===== config.mk =====
export PLATFORM = sky130hd
export DESIGN_NAME = ret_stack_flat
export DESIGN_NICKNAME = d
export VERILOG_FILES = /design/src/rtl/ret_stack_if.sv /design/src/rtl/ret_stack.sv /design/src/flat_wrapper.sv
export SDC_FILE = /design/constraint.sdc
export NUM_CORES = 1
export LEC_CHECK = 0
export CORE_MARGIN = 2
export CORE_UTILIZATION = 49
export DETAILED_ROUTE_END_ITERATION = 8
export DONT_BUFFER_PORTS = 1
export GPL_TIMING_DRIVEN = 0
export HOLD_SLACK_MARGIN = 0.06
export SKIP_LAST_GASP = 1
export SYNTH_ARGS = -nofsm -noshare
export SYNTH_HDL_FRONTEND = slang
export SYNTH_SLANG_ARGS = --single-unit
export TNS_END_PERCENT = 100

===== constraint.sdc =====
create_clock -name clk -period 4.4 [get_ports clk]
set_clock_uncertainty 0.2 [all_clocks]
set_input_delay 0.88 -clock clk [delete_from_list [all_inputs] [get_ports clk]]
set_output_delay 0.88 -clock clk [all_outputs]
set_load 0.01 [all_outputs]

===== src/rtl/ret_stack_if.sv =====
// Call/return port bundle between the next-PC logic and the return-address stack.
// The master drives call/return requests; the slave (the stack) answers with its top entry.
interface ret_stack_if #(
    parameter int unsigned WIDTH = 10,
    parameter int unsigned DEPTH = 8
);
    logic                         push;
    logic                         pop;
    logic [WIDTH-1:0]             d;
    logic                         z_in;
    logic                         clr_err;
    logic [WIDTH-1:0]             top;
    logic                         z_top;
    logic                         empty;
    logic                         full;
    logic [$clog2(DEPTH+1)-1:0]   count;
    logic                         ovf;
    logic                         unf;

    modport master (
        output push, pop, d, z_in, clr_err,
        input  top, z_top, empty, full, count, ovf, unf
    );

    modport slave (
        input  push, pop, d, z_in, clr_err,
        output top, z_top, empty, full, count, ovf, unf
    );
endinterface


===== src/rtl/ret_stack.sv =====
// Return-address stack: saves {zero flag, PC+1} on call, presents it combinationally on return.
// Saturating stack pointer with sticky overflow/underflow flags.
module ret_stack #(
    parameter int unsigned WIDTH = 10,
    parameter int unsigned DEPTH = 8
) (
    input  logic        clk,
    input  logic        reset,
    ret_stack_if.slave  bus
);
    localparam int unsigned CW = $clog2(DEPTH + 1);
    localparam int unsigned AW = $clog2(DEPTH);
    localparam logic [CW-1:0] FullCnt = CW'(DEPTH);

    typedef logic [WIDTH:0] entry_t;

    entry_t          mem [DEPTH];
    entry_t          rd_entry;
    logic [CW-1:0]   sp_q, sp_d;
    logic [AW-1:0]   rd_idx, wr_idx;
    logic            we;
    logic            is_empty, is_full;
    logic            ovf_set, unf_set;
    logic            ovf_q, unf_q;

    assign is_empty = (sp_q == '0);
    assign is_full  = (sp_q == FullCnt);
    assign rd_idx   = AW'(sp_q - CW'(1));

    always_comb begin
        sp_d    = sp_q;
        we      = 1'b0;
        wr_idx  = AW'(sp_q);
        ovf_set = 1'b0;
        unf_set = 1'b0;
        case ({bus.push, bus.pop})
            2'b10: begin
                if (is_full) begin
                    ovf_set = 1'b1;
                end else begin
                    we   = 1'b1;
                    sp_d = sp_q + CW'(1);
                end
            end
            2'b01: begin
                if (is_empty) unf_set = 1'b1;
                else          sp_d    = sp_q - CW'(1);
            end
            2'b11: begin
                // Tail call overwrites the top in place; on an empty stack it is a plain push.
                we = 1'b1;
                if (is_empty) sp_d   = CW'(1);
                else          wr_idx = rd_idx;
            end
            default: ;
        endcase
    end

    always_ff @(posedge clk or posedge reset) begin
        if (reset) begin
            sp_q  <= '0;
            ovf_q <= 1'b0;
            unf_q <= 1'b0;
        end else begin
            sp_q  <= sp_d;
            ovf_q <= ovf_set | (ovf_q & ~bus.clr_err);
            unf_q <= unf_set | (unf_q & ~bus.clr_err);
        end
    end

    // Entry storage is not reset; reads are masked while empty.
    always_ff @(posedge clk) begin
        if (we) mem[wr_idx] <= {bus.z_in, bus.d};
    end

    assign rd_entry  = mem[rd_idx];
    assign bus.top   = is_empty ? '0 : rd_entry[WIDTH-1:0];
    assign bus.z_top = is_empty ? 1'b0 : rd_entry[WIDTH];
    assign bus.empty = is_empty;
    assign bus.full  = is_full;
    assign bus.count = sp_q;
    assign bus.ovf   = ovf_q;
    assign bus.unf   = unf_q;
endmodule

===== src/flat_wrapper.sv =====
// flat-port wrapper written by rule: the top's interface ports become plain ports
module ret_stack_flat 
#(
    parameter int unsigned WIDTH = 10,
    parameter int unsigned DEPTH = 8
)
  (clk, reset, bus_push, bus_pop, bus_d, bus_z_in, bus_clr_err, bus_top, bus_z_top, bus_empty, bus_full, bus_count, bus_ovf, bus_unf);
  ret_stack_if #(.WIDTH(WIDTH), .DEPTH(DEPTH)) bus_i ();
  input  logic clk;
  input  logic reset;
  input wire logic [$bits(bus_i.push)-1:0] bus_push;
  input wire logic [$bits(bus_i.pop)-1:0] bus_pop;
  input wire logic [$bits(bus_i.d)-1:0] bus_d;
  input wire logic [$bits(bus_i.z_in)-1:0] bus_z_in;
  input wire logic [$bits(bus_i.clr_err)-1:0] bus_clr_err;
  output wire logic [$bits(bus_i.top)-1:0] bus_top;
  output wire logic [$bits(bus_i.z_top)-1:0] bus_z_top;
  output wire logic [$bits(bus_i.empty)-1:0] bus_empty;
  output wire logic [$bits(bus_i.full)-1:0] bus_full;
  output wire logic [$bits(bus_i.count)-1:0] bus_count;
  output wire logic [$bits(bus_i.ovf)-1:0] bus_ovf;
  output wire logic [$bits(bus_i.unf)-1:0] bus_unf;
  assign bus_i.push = bus_push;
  assign bus_i.pop = bus_pop;
  assign bus_i.d = bus_d;
  assign bus_i.z_in = bus_z_in;
  assign bus_i.clr_err = bus_clr_err;
  assign bus_top = bus_i.top;
  assign bus_z_top = bus_i.z_top;
  assign bus_empty = bus_i.empty;
  assign bus_full = bus_i.full;
  assign bus_count = bus_i.count;
  assign bus_ovf = bus_i.ovf;
  assign bus_unf = bus_i.unf;
  ret_stack #(.WIDTH(WIDTH), .DEPTH(DEPTH)) u_core (.clk(clk), .reset(reset), .bus(bus_i));
endmodule

==> key figures, run 1 <==
Floorplanning
  • Core area: 8090 sq um
  • Die H: 94.9 um
  • I/O pin cnt: 35
  • Die width: 94.9 um
  • # rows: 33
  • Starting density of the core: 50.0%
  • Die area: 9010 sq um

Setup path
  • R2R Path Start: u_core.bus.count[0]$_DFFE_PP0P_
  • Reg2reg end: u_core.mem[1][2]$_DFFE_PP_
  • Worst path cell trace: buf_4 > buf_6 > inv_1 > ha_1 > buf_2 > buf_1 > mux4_2 > o21ai_0 > nand2_1
  • Worst Reg-to-Reg Cells: 9
  • Crit-path slowest cell: buf_1
  • Setup Crit Path Kind: reg -> out
  • Critical path launch point type: flip-flop
  • CP required: 3.32 ns
  • Crit-path leading delay family: buffers and inverters
  • Slowest stage delay, CP: 0.56 ns
  • Worst path arrival time: 3.02 ns
  • Worst setup EP type: primary output
  • Worst-path maximum fanout: 10
  • R2r setup slk: 0.66 ns
  • CP bufs+invs: 5

Routing
  • Wire length on met1: 3770 um
  • Vias: 2,224
  • Average wire per cell in the routed design: 22.0 um
  • Vias/cell: 5.91
  • Top layer used by detailed routing: met4
  • Met2 wire length: 4020 um
  • WL final: 8270 um
  • Number of remaining DRC errors: 0
  • Pre-Repair DR Iteration Count: 4
  • DR iter-0 viols: 137
  • Routed met3 length: 385 um
  • Post-route ant nets: 0

Clock tree
  • Post-CTS setup buffers: 0
  • Cts bufs inserted: 9
  • CTS H-Tree Depth: 3
  • Clock Latency Late Sink: 0.36 ns
  • Clock transition at the registers of the reported paths: 0.10 ns
  • Sink Count: 94
  • CTS tree: built
  • Clock Path Buffers: 2
  • Clock Root Buffer: clkbuf_8
  • Hold-fix buffers, CTS: 0
  • Post-CTS Resized: 0

Synth
  • Dominant synthesized flop cell: edfxtp_1
  • Net Count, Synth: 266
  • Top-area cell type share of the netlist area: 65.2%
  • Seq/Total Area, Yosys: 69.0%
  • #FFs+latches synth: 94
  • Post-synth ARST share: 6.38%
  • Count leader, synth: edfxtp_1
  • Area leader, netlist: edfxtp_1
  • Post-synth EDFFs: 88
  • Cell count after synthesis: 248
  • Synth warn: 0
  • Largest cells by area after synthesis: edfxtp_1 65%, mux4_2 12%, dfrtp_1 3.7%, o21ai_0 3.6%, nand2_1 1.7%
  • Area of the mapped netlist: 4050 sq um
  • Post-synth cell types: 40
  • Synth Area per Inst: 16.3 sq um
  • Synth top cells by count: 88 x edfxtp_1, 29 x o21ai_0, 22 x mux4_2

Power and ir drop
  • Power share of the clock group: 21.7%
  • Power density over the cells: 698 nW/um^2
  • Sw frac: 36.0%
  • Net switching power: 1.15 mW
  • Flop pwr share: 38.0%
  • Leak: 1.49 nW
  • Worst vdd ir: 354 uV
  • Pint: 2.04 mW
  • Comb power frac: 40.2%

Global routing
  • Pin count of the biggest net entering global routing: 17
  • First-pass GRT wire length: 12,700 um
  • Number of global-route vias before repair: 2,203
  • GRT Overall Usage: 19.9%
  • Grt total ovfl: 0
  • Antenna violations before repair: 0

Placement
  • PortBufs: 0
  • Hpwl dp: 5500 um
  • Gpl congestion: 0.802
  • Dpl ws: 0.625 ns
  • Post-DP Area: 4310 sq um

STA
  • Fin Hold WS: 0.117 ns
  • Final worst slack: 0.305 ns
  • Worst-Margin Slew: 0.731 ns
  • Tcrit/Tclk final: 93.1%
  • Final setup viols: 0
  • F_max: 244 MHz
  • Tmin final: 4.10 ns
  • Hold Violations, Final: 0
  • Worst rel slew slack: 51.0%
  • RSZ-0062 raised after global routing: false
  • Slew Viols, Final: 0

Status
  • Status: completed

Final layout
  • Finished Cell Area: 4560 sq um
  • # diodes: 0
  • Final Net Count: 285
  • Area Overhead vs Synth: 12.5%
  • Layout cell share with drive strength beyond 1: 25.1%

Worst hold path
  • Min-delay worst type: in -> async

Flow run
  • Max-Cap Viols: 0
## worst reg2reg max path, stage by stage (launching register included)
cell and delay, ns:
dfrtp_1 0.44, buf_4 0.20, buf_6 0.21, inv_1 0.10
ha_1 0.28, buf_2 0.24, buf_1 0.56, mux2i_1 0.35
nor3_2 0.63, buf_6 0.23
## metal layers
layer / vias to the layer above / GRT usage (%)
met5: - / 0
met3: 11 / 4.23
li1: 1014 / -
met4: 0 / 7.73
met1: 1153 / 28.0
met2: 46 / 30.7
## layout make-up
cell class / count / area (sq um)
Fill cell: 682 / 3530
Sequential cell: 94 / 2790
Multi-Input combinational cell: 130 / 1180
Tap cell: 105 / 131
Clock buffer: 9 / 124
Clock inverter: 6 / 123
Buffer: 18 / 95.1
Timing Repair Buffer: 8 / 90.1
Inverter: 6 / 22.5
## power by group through the flow
| stage | combinational [mW] | clock, mW | sequential [mW] |
|---|---|---|---|
| 6_report | 1.28 | 0.692 | 1.21 |
| 5_1_grt | 1.40 | 0.726 | 1.23 |
| 4_1_cts | 1.31 | 0.698 | 1.21 |
| 3_5_place_dp | 1.30 | 0 | 1.23 |
| 3_3_place_gp | 1.23 | 0 | 1.23 |
| 2_1_floorplan | 0.947 | 0 | 1.21 |
## cells by family (layout without fill, tap and decap cells)
family | after synthesis | after routing | synth area share (%)
flip-flops | 94 | 94 | 69.0
buffers and inverters | 24 | 47 | 2.90
AND/OR/NAND/NOR | 55 | 55 | 7.17
adder cells (fa/ha/maj) | 2 | 2 | 0.618
AO/OA/AOI/OAI | 45 | 45 | 6.55
XOR/XNOR | 2 | 2 | 0.433
multiplexers | 26 | 26 | 13.4
## metrics by stage
stage	TNS, ns	std cells	power [mW]	util (%)
after floorplan	0	248	2.16	-
after global placement	-7.98	353	2.46	51.7
after detailed placement	0	361	2.53	53.3
after CTS	0	376	3.22	56.3
after global routing	0	376	3.35	56.3
final	0	376	3.18	56.3
## sequential cells by signal, summed over array words and instances (netlist names)
signal and count:
u_core.bus.count 4, u_core.mem 88, u_core.bus.unf 1, u_core.bus.ovf 1
## worst max path at each step
| stage | startpoint | endpoint | cells after the start |
|---|---|---|---|
| after CTS | u_core.bus.count[0]$_DFFE_PP0P_ | bus_top[6] | 9 |
| final | u_core.bus.count[0]$_DFFE_PP0P_ | bus_top[6] | 9 |
| after detailed placement | u_core.bus.count[0]$_DFFE_PP0P_ | u_core.mem[1][4]$_DFFE_PP_ | 9 |
| after global placement | u_core.bus.count[0]$_DFFE_PP0P_ | u_core.mem[0][2]$_DFFE_PP_ | 8 |
| after floorplan | u_core.bus.count[0]$_DFFE_PP0P_ | u_core.mem[0][0]$_DFFE_PP_ | 8 |
| after global routing | u_core.bus.count[0]$_DFFE_PP0P_ | bus_top[2] | 9 |
## placed cells by master (no fill, tap or decap), types with 3 or more instances in the layout
master     instances
nor2b_1            4
buf_4              3
bufinv_16          3
clkbuf_1           6
nor3b_1            3
dfrtp_1            6
nand3_1            3
a211oi_1           3
clkbuf_8           9
o21ai_0           29
buf_6              9
nor2_1             6
inv_1              6
buf_2              7
nand2_1           18
nor3_2             8
mux4_2            22
edfxtp_1          88
nand3b_1           3
(Power assumes the default switching activity.)
==> run 2: changes to the inputs <==
PLACE_DENSITY = 0.66   (was not set)
==> key figures, run 2 (synthesis results as in run 1) <==
Power and ir drop
  • Worst vdd ir: 351 uV (-0.93%)
  • Power density over the cells: 687 nW/um^2 (-1.6%)
  • Leak: 1.48 nW (-1.1%)

Global routing
  • Grt total ovfl: 0 (unchanged)
  • GRT Overall Usage: 19.9% (-0.045 points)
  • Number of global-route vias before repair: 2,199 (-0.18%)
  • GRT busiest layer: met2
  • First-pass GRT wire length: 12,700 um (+0.11%)
  • Pin count of the biggest net entering global routing: 19 (+2)
  • Antenna violations before repair: 0 (unchanged)
  • Grt met1 use: 26.9% (-1.1 points)
  • Met3 Use GR: 5.75% (+1.5 points)
  • GR Layer Usage met2: 31.6% (+0.89 points)

Floorplanning
  • I/O pin cnt: 35 (unchanged)
  • Die area: 9010 sq um (unchanged)
  • # rows: 33 (unchanged)
  • Die H: 94.9 um (unchanged)
  • Core area: 8090 sq um (unchanged)
  • Die width: 94.9 um (unchanged)
  • Starting density of the core: 50.0% (unchanged)

Setup path
  • Setup Crit Path Kind: reg -> out
  • Most frequent CP cell: buf_2
  • Crit-path slowest cell: dfrtp_1
  • Slowest stage delay, CP: 0.45 ns (-0.11 ns)
  • Critical path launch point type: flip-flop
  • Worst path cell trace: buf_4 > buf_6 > inv_1 > ha_1 > buf_2 > buf_2 > mux4_2 > o21ai_0 > nand2_1
  • CP required: 3.32 ns (about the same)
  • Worst path arrival time: 3.02 ns (about the same)
  • Worst-path maximum fanout: 18 (+8)
  • Worst setup EP type: primary output

Final layout
  • Biggest register: u_core.mem
  • # diodes: 0 (unchanged)
  • Max FFs per register: 88 (unchanged)
  • Layout cell share with drive strength beyond 1: 25.5% (+0.37 points)
  • Finished Cell Area: 4520 sq um (-0.74%)
  • Non-Filler Instances: 376 (unchanged)
  • Most common cell after layout, fill and taps aside: edfxtp_1
  • Area Overhead vs Synth: 11.7%
  • Most used cells in the layout excluding fill and tap cells: 88 x edfxtp_1, 29 x o21ai_0, 22 x mux4_2
  • Final Net Count: 284 (-0.35%)

Placement
  • Hpwl dp: 5630 um (+2.4%)
  • Post-DP Area: 4310 sq um (unchanged)
  • Dpl ws: 0.549 ns (-0.0762 ns)
  • Gpl congestion: 0.800 (-0.29%)
  • Placed Instances: 361 (unchanged)
  • PortBufs: 0 (unchanged)

Clock tree
  • CTS H-Tree Depth: 3 (unchanged)
  • Hold-fix buffers, CTS: 0 (unchanged)
  • Cts bufs inserted: 9 (unchanged)
  • Sink Count: 94 (unchanged)
  • Clock Root Buffer: clkbuf_8
  • Clock Latency Late Sink: 0.36 ns (about the same)
  • Clock Path Buffers: 2 (unchanged)
  • Clock transition at the registers of the reported paths: 0.10 ns (about the same)
  • CTS tree: built

STA
  • Slew Viols, Final: 0 (unchanged)
  • Worst rel slew slack: 54.4% (+3.4 points)
  • Final setup viols: 0 (unchanged)
  • Hold Violations, Final: 0 (unchanged)
  • RSZ-0062 raised after global routing: false
  • Tmin final: 4.10 ns (+0.00212 ns)
  • F_max: 244 MHz (about the same)
  • Worst-Margin Slew: 0.677 ns (-0.0536 ns)
  • Fin Hold WS: 0.107 ns (-0.00992 ns)
  • Final worst slack: 0.303 ns (-0.00212 ns)
  • Tcrit/Tclk final: 93.1% (about the same)

Routing
  • DR iter-0 viols: 157 (+15%)
  • Pre-Repair DR Iteration Count: 4 (unchanged)
  • WL final: 8250 um (-0.29%)
  • Average wire per cell in the routed design: 21.9 um (-0.29%)
  • Vias: 2,237 (+0.58%)
  • Vias/cell: 5.95 (+0.58%)
  • Post-route ant nets: 0 (unchanged)
  • Number of remaining DRC errors: 0 (unchanged)

Worst hold path
  • Min-delay worst type: in -> async

Flow run
  • Max-Cap Viols: 0 (unchanged)

Status
  • Status: completed
==> run 2: cell types whose count changed in the layout (fill, tap and decap cells not counted) <==
| cell | change |
|---|---|
| inv_8 | +2 |
| inv_6 | +1 |
| clkinvlp_4 | +1 |
| buf_1 | -1 |
| bufinv_16 | -2 |
| clkinv_4 | -1 |
==> run 2: repair_timing <==
action / 4_1_cts / 5_1_grt
endpoints found under the setup margin: 0 / 2
setup buffers: 0 / 0
gates resized for setup: 0 / 0
==> run 2: worst paths after layout <==
check,end,start,slack [ns],cells past startpoint
min in group clk,u_core.bus.unf$_DFF_PP0_,u_core.bus.unf$_DFF_PP0_,0.39,2
setup / recovery,bus_top[7],u_core.bus.count[0]$_DFFE_PP0P_,0.30,9
setup reg to reg,u_core.mem[5][2]$_DFFE_PP_,u_core.bus.count[0]$_DFFE_PP0P_,0.95,10
max in group asynchronous,u_core.bus.count[3]$_DFFE_PP0P_,reset,3.70,1
hold reg to reg,u_core.bus.unf$_DFF_PP0_,u_core.bus.unf$_DFF_PP0_,0.39,2
hold / removal,u_core.bus.unf$_DFF_PP0_,reset,0.11,1
==> run 2: layout make-up <==
class | count | area, sq um
multi-input cells | 130 | 1180
flip-flops and latches | 94 | 2790
clock inverters | 7 | 92.6
inverters | 6 | 22.5
fillers | 652 | 3570
well taps | 105 | 131
plain buffers | 17 | 91.3
repair buffers | 8 | 90.1
clock buffers | 9 | 124
==> run 2: worst max-delay path, delay by kind of cell (launching register included) <==
family                   cells  cell delay, ns
buffers and inverters        5            1.33
adder cells (fa/ha/maj)      1            0.28
multiplexers                 1            0.34
flip-flops                   1            0.45
AO/OA/AOI/OAI                1            0.11
AND/OR/NAND/NOR              1            0.14
==> run 2: metal layers <==
| metal | vias up | routed length (um) |
|---|---|---|
| met3 | 10 | 487 |
| li1 | 1017 | - |
| met4 | 0 | 109 |
| met5 | - | 0 |
| met1 | 1149 | 3620 |
| met2 | 61 | 4040 |
==> run 2: per-stage QoR <==
stage / power, mW / setup TNS, ns / util [%]
after global placement: 2.46 / -4.67 / 51.7
final: 3.11 / 0 / 55.9
after detailed placement: 2.55 / 0 / 53.3
after global routing: 3.28 / 0 / 55.9
after CTS: 3.15 / 0 / 56.0
after floorplan: 2.16 / 0 / -
==> run 2: report_power, final <==
| part | internal (mW) | total (mW) | switching, mW | leakage [nW] |
|---|---|---|---|---|
| Clock | 0.277 | 0.605 | 0.328 | 0.103 |
| Combinational | 0.517 | 1.29 | 0.774 | 0.499 |
| Sequential | 1.14 | 1.21 | 0.0754 | 0.875 |
==> run 3: changes to the inputs <==
ABC_AREA = 1   (was not set)
CTS_BUF_LIST = sky130_fd_sc_hd__clkbuf_16   (was not set)
==> key figures, run 3 <==
Synth
  • Post-synth ARST share: 6.38% (unchanged)
  • Synth warn: 0 (unchanged)
  • Count leader, synth: nand2_1
  • Area of the mapped netlist: 4200 sq um (+3.7%)
  • Cell count after synthesis: 423 (+71%)
  • Synth top cells by count: 123 x nand2_1, 88 x edfxtp_1, 70 x nor2_1
  • Largest family of logic cells by synthesized area: simple AND/OR/NAND/NOR gates
  • Dominant synthesized flop cell: edfxtp_1
  • #FFs+latches synth: 94 (unchanged)
  • Top-area cell type share of the netlist area: 62.9% (-2.3 points)
  • Compound-gate portion of the synthesized area: 4.68% (-1.9 points)
  • Seq/Total Area, Yosys: 66.5% (-2.5 points)
  • Post-Synth Adder-Cell Area: 0.596% (-0.022 points)
  • Largest cells by area after synthesis: edfxtp_1 63%, nand2_1 11%, nor2_1 6.3%, o21ai_0 4.3%, nand3_1 3.9%
  • Mux cell area share after synthesis: 0% (-13 points)
  • Post-synth EDFFs: 88 (unchanged)
  • Post-Synth XOR/XNOR Area: 0.209% (-0.22 points)
  • Post-synth cell types: 21 (-48%)
  • Simple-Gate Fraction of Synth Area: 21.9% (+15 points)
  • Synth Area per Inst: 9.93 sq um (-39%)
  • Net Count, Synth: 441 (+66%)
  • Area leader, netlist: edfxtp_1

Placement
  • Hpwl dp: 6050 um (+7.4%)
  • Dpl ws: 0.629 ns (+0.0800 ns)
  • Gpl congestion: 0.841 (+5.2%)
  • Placed Instances: 528 (+46%)
  • PortBufs: 0 (unchanged)

Power and ir drop
  • Net switching power: 1.52 mW (+29%)
  • Sw frac: 43.5% (+5.6 points)
  • Power share of the clock group: 22.1% (+2.6 points)
  • Pint: 1.98 mW (+2.6%)
  • Worst vdd ir: 415 uV (+18%)
  • Leak: 1.91 nW (+29%)
  • Flop pwr share: 33.3% (-5.7 points)
  • Power density over the cells: 756 nW/um^2 (+10%)
  • Comb power frac: 44.7% (+3.2 points)

Floorplanning
  • I/O pin cnt: 35 (unchanged)
  • Die width: 96.6 um (+1.8%)
  • Starting density of the core: 50.9% (+0.82 points)
  • Core area: 8260 sq um (+2.0%)
  • # rows: 33 (unchanged)
  • Die area: 9330 sq um (+3.5%)
  • Die H: 96.6 um (+1.8%)

Final layout
  • Area Overhead vs Synth: 10.2%
  • # diodes: 0 (unchanged)
  • Layout fillers: 718 (+10%)
  • Max FFs per register: 88 (unchanged)
  • Biggest register: u_core.mem
  • Final Net Count: 452 (+59%)
  • Most used cells in the layout excluding fill and tap cells: 123 x nand2_1, 88 x edfxtp_1, 70 x nor2_1
  • Non-Filler Instances: 544 (+45%)
  • Layout cell share with drive strength beyond 1: 8.20% (-17 points)
  • Most common cell after layout, fill and taps aside: nand2_1
  • Final Util: 56.1% (+0.17 points)

Clock tree
  • Post-CTS setup buffers: 0 (unchanged)
  • Cts bufs inserted: 9 (unchanged)
  • Clock Path Buffers: 2 (unchanged)
  • Hold-fix buffers, CTS: 0 (unchanged)
  • CTS H-Tree Depth: 3 (unchanged)
  • Post-CTS Resized: 0 (unchanged)
  • Sink Count: 94 (unchanged)
  • CTS tree: built
  • Clock Root Buffer: clkbuf_16
  • Clock Latency Late Sink: 0.33 ns (-0.03 ns)
  • Clock transition at the registers of the reported paths: 0.06 ns (-0.04 ns)

STA
  • Slew Viols, Final: 0 (unchanged)
  • Worst rel slew slack: 12.1% (-42 points)
  • RSZ-0062 raised after global routing: false
  • Final worst slack: 0.251 ns (-0.0514 ns)
  • Hold Violations, Final: 0 (unchanged)
  • F_max: 241 MHz (-1.2%)
  • Worst-Margin Slew: 1.31 ns (+0.636 ns)
  • Final setup viols: 0 (unchanged)
  • Tmin final: 4.15 ns (+0.0514 ns)
  • Setup TNS: 0 ns (unchanged)
  • Tcrit/Tclk final: 94.3% (+1.2 points)

Setup path
  • Setup Crit Path Kind: reg -> out
  • Critical path launch point type: flip-flop
  • Worst setup EP type: primary output
  • CP required: 3.32 ns (about the same)
  • Worst path arrival time: 3.07 ns (+0.05 ns)
  • Worst-path maximum fanout: 10 (-8)
  • Worst Reg-to-Reg Cells: 9 (-1)

Flow run
  • Max-Cap Viols: 0 (unchanged)

Routing
  • Average wire per cell in the routed design: 17.8 um (-19%)
  • WL final: 9710 um (+18%)
  • Post-route ant nets: 0 (unchanged)
  • DR iter-0 viols: 237 (+51%)
  • Vias: 2,962 (+32%)
  • Pre-Repair DR Iteration Count: 5 (+1)
  • Number of remaining DRC errors: 0 (unchanged)
  • Vias/cell: 5.44 (-8.5%)

Global routing
  • GRT Overall Usage: 22.7% (+2.8 points)
  • Number of global-route vias before repair: 2,827 (+29%)
  • Grt total ovfl: 0 (unchanged)
  • Pin count of the biggest net entering global routing: 17 (-2)
  • First-pass GRT wire length: 14,900 um (+18%)
  • Antenna violations before repair: 0 (unchanged)

Status
  • Status: completed

Worst hold path
  • Min-delay worst type: in -> async
run 3: cell types whose count changed in the layout (fill, tap and decap cells not counted), moves of 7 or more:
cell       previous run  this run
mux4_2               22         0
nand3_1               3        33
buf_6                 9         2
nor3_2                8         0
inv_1                 6        36
clkbuf_8              9         0
o21ai_0              29        36
clkbuf_16             0         9
nor2_1                6        70
nand2_1              18       123
run 3: final timing paths:
path	start	endpoint	slack [ns]
max in group asynchronous	reset	u_core.bus.count[0]$_DFFE_PP0P_	3.68
max	u_core.bus.count[0]$_DFFE_PP0P_	bus_top[4]	0.25
max reg2reg	u_core.bus.count[0]$_DFFE_PP0P_	u_core.mem[1][6]$_DFFE_PP_	0.75
min reg2reg	u_core.bus.unf$_DFF_PP0_	u_core.bus.unf$_DFF_PP0_	0.38
min in group clk	u_core.bus.unf$_DFF_PP0_	u_core.bus.unf$_DFF_PP0_	0.38
min	reset	u_core.bus.count[2]$_DFFE_PP0P_	0.14
run 3: power by group through the flow:
stage	clock network, mW	logic, mW	registers, mW
finish	0.773	1.56	1.16
global route	0.816	1.75	1.18
CTS	0.778	1.56	1.17
detailed placement	0	1.55	1.19
global placement	0	1.53	1.18
floorplan	0	1.12	1.17
run 3: cells by family (layout without fill, tap and decap cells):
group                    after synthesis  count (layout)
AO/OA/AOI/OAI                         39              39
flip-flops                            94              94
XOR/XNOR                               1               1
AND/OR/NAND/NOR                      230             230
adder cells (fa/ha/maj)                2               2
buffers and inverters                 57              73
run 3: metrics by stage:
stage	hold slack (ns)	total power [mW]	cell area, sq um
finish	0.136	3.50	4630
CTS	0.139	3.51	4630
floorplan	0.349	2.28	4200
global placement	0.371	2.71	4330
detailed placement	0.376	2.74	4330
global route	0.154	3.74	4630
run 3: layout make-up:
| class | count | area, sq um | area share, % |
|---|---|---|---|
| Buffer | 19 | 115 | 2.49 |
| Clock buffer | 9 | 225 | 4.86 |
| Clock inverter | 7 | 73.8 | 1.59 |
| Inverter | 38 | 143 | 3.08 |
| Multi-Input combinational cell | 272 | 1150 | 24.8 |
| Sequential cell | 94 | 2790 | 60.3 |
| Tap cell | 105 | 131 | 2.84 |
run 3: critical path: stages, from the launching register on:
cell and delay (ns):
dfrtp_1 0.48, inv_2 0.10, buf_4 0.19, buf_2 0.30
ha_1 0.39, inv_1 0.17, buf_1 0.47, o21ai_0 0.21
nor2_1 0.14, nor2_1 0.06, nor2_1 0.23
run 3: routing by layer:
| layer | up-vias | GRT usage [%] | share of wire, % | routed length [um] |
|---|---|---|---|---|
| li1 | 1412 | - | - | - |
| met1 | 1411 | 29.9 | 42 | 4080 |
| met2 | 119 | 35.8 | 47 | 4570 |
| met3 | 20 | 5.90 | 8.4 | 813 |
| met4 | 0 | 9.62 | 2.5 | 243 |
| met5 | - | 0 | 0 | 0 |
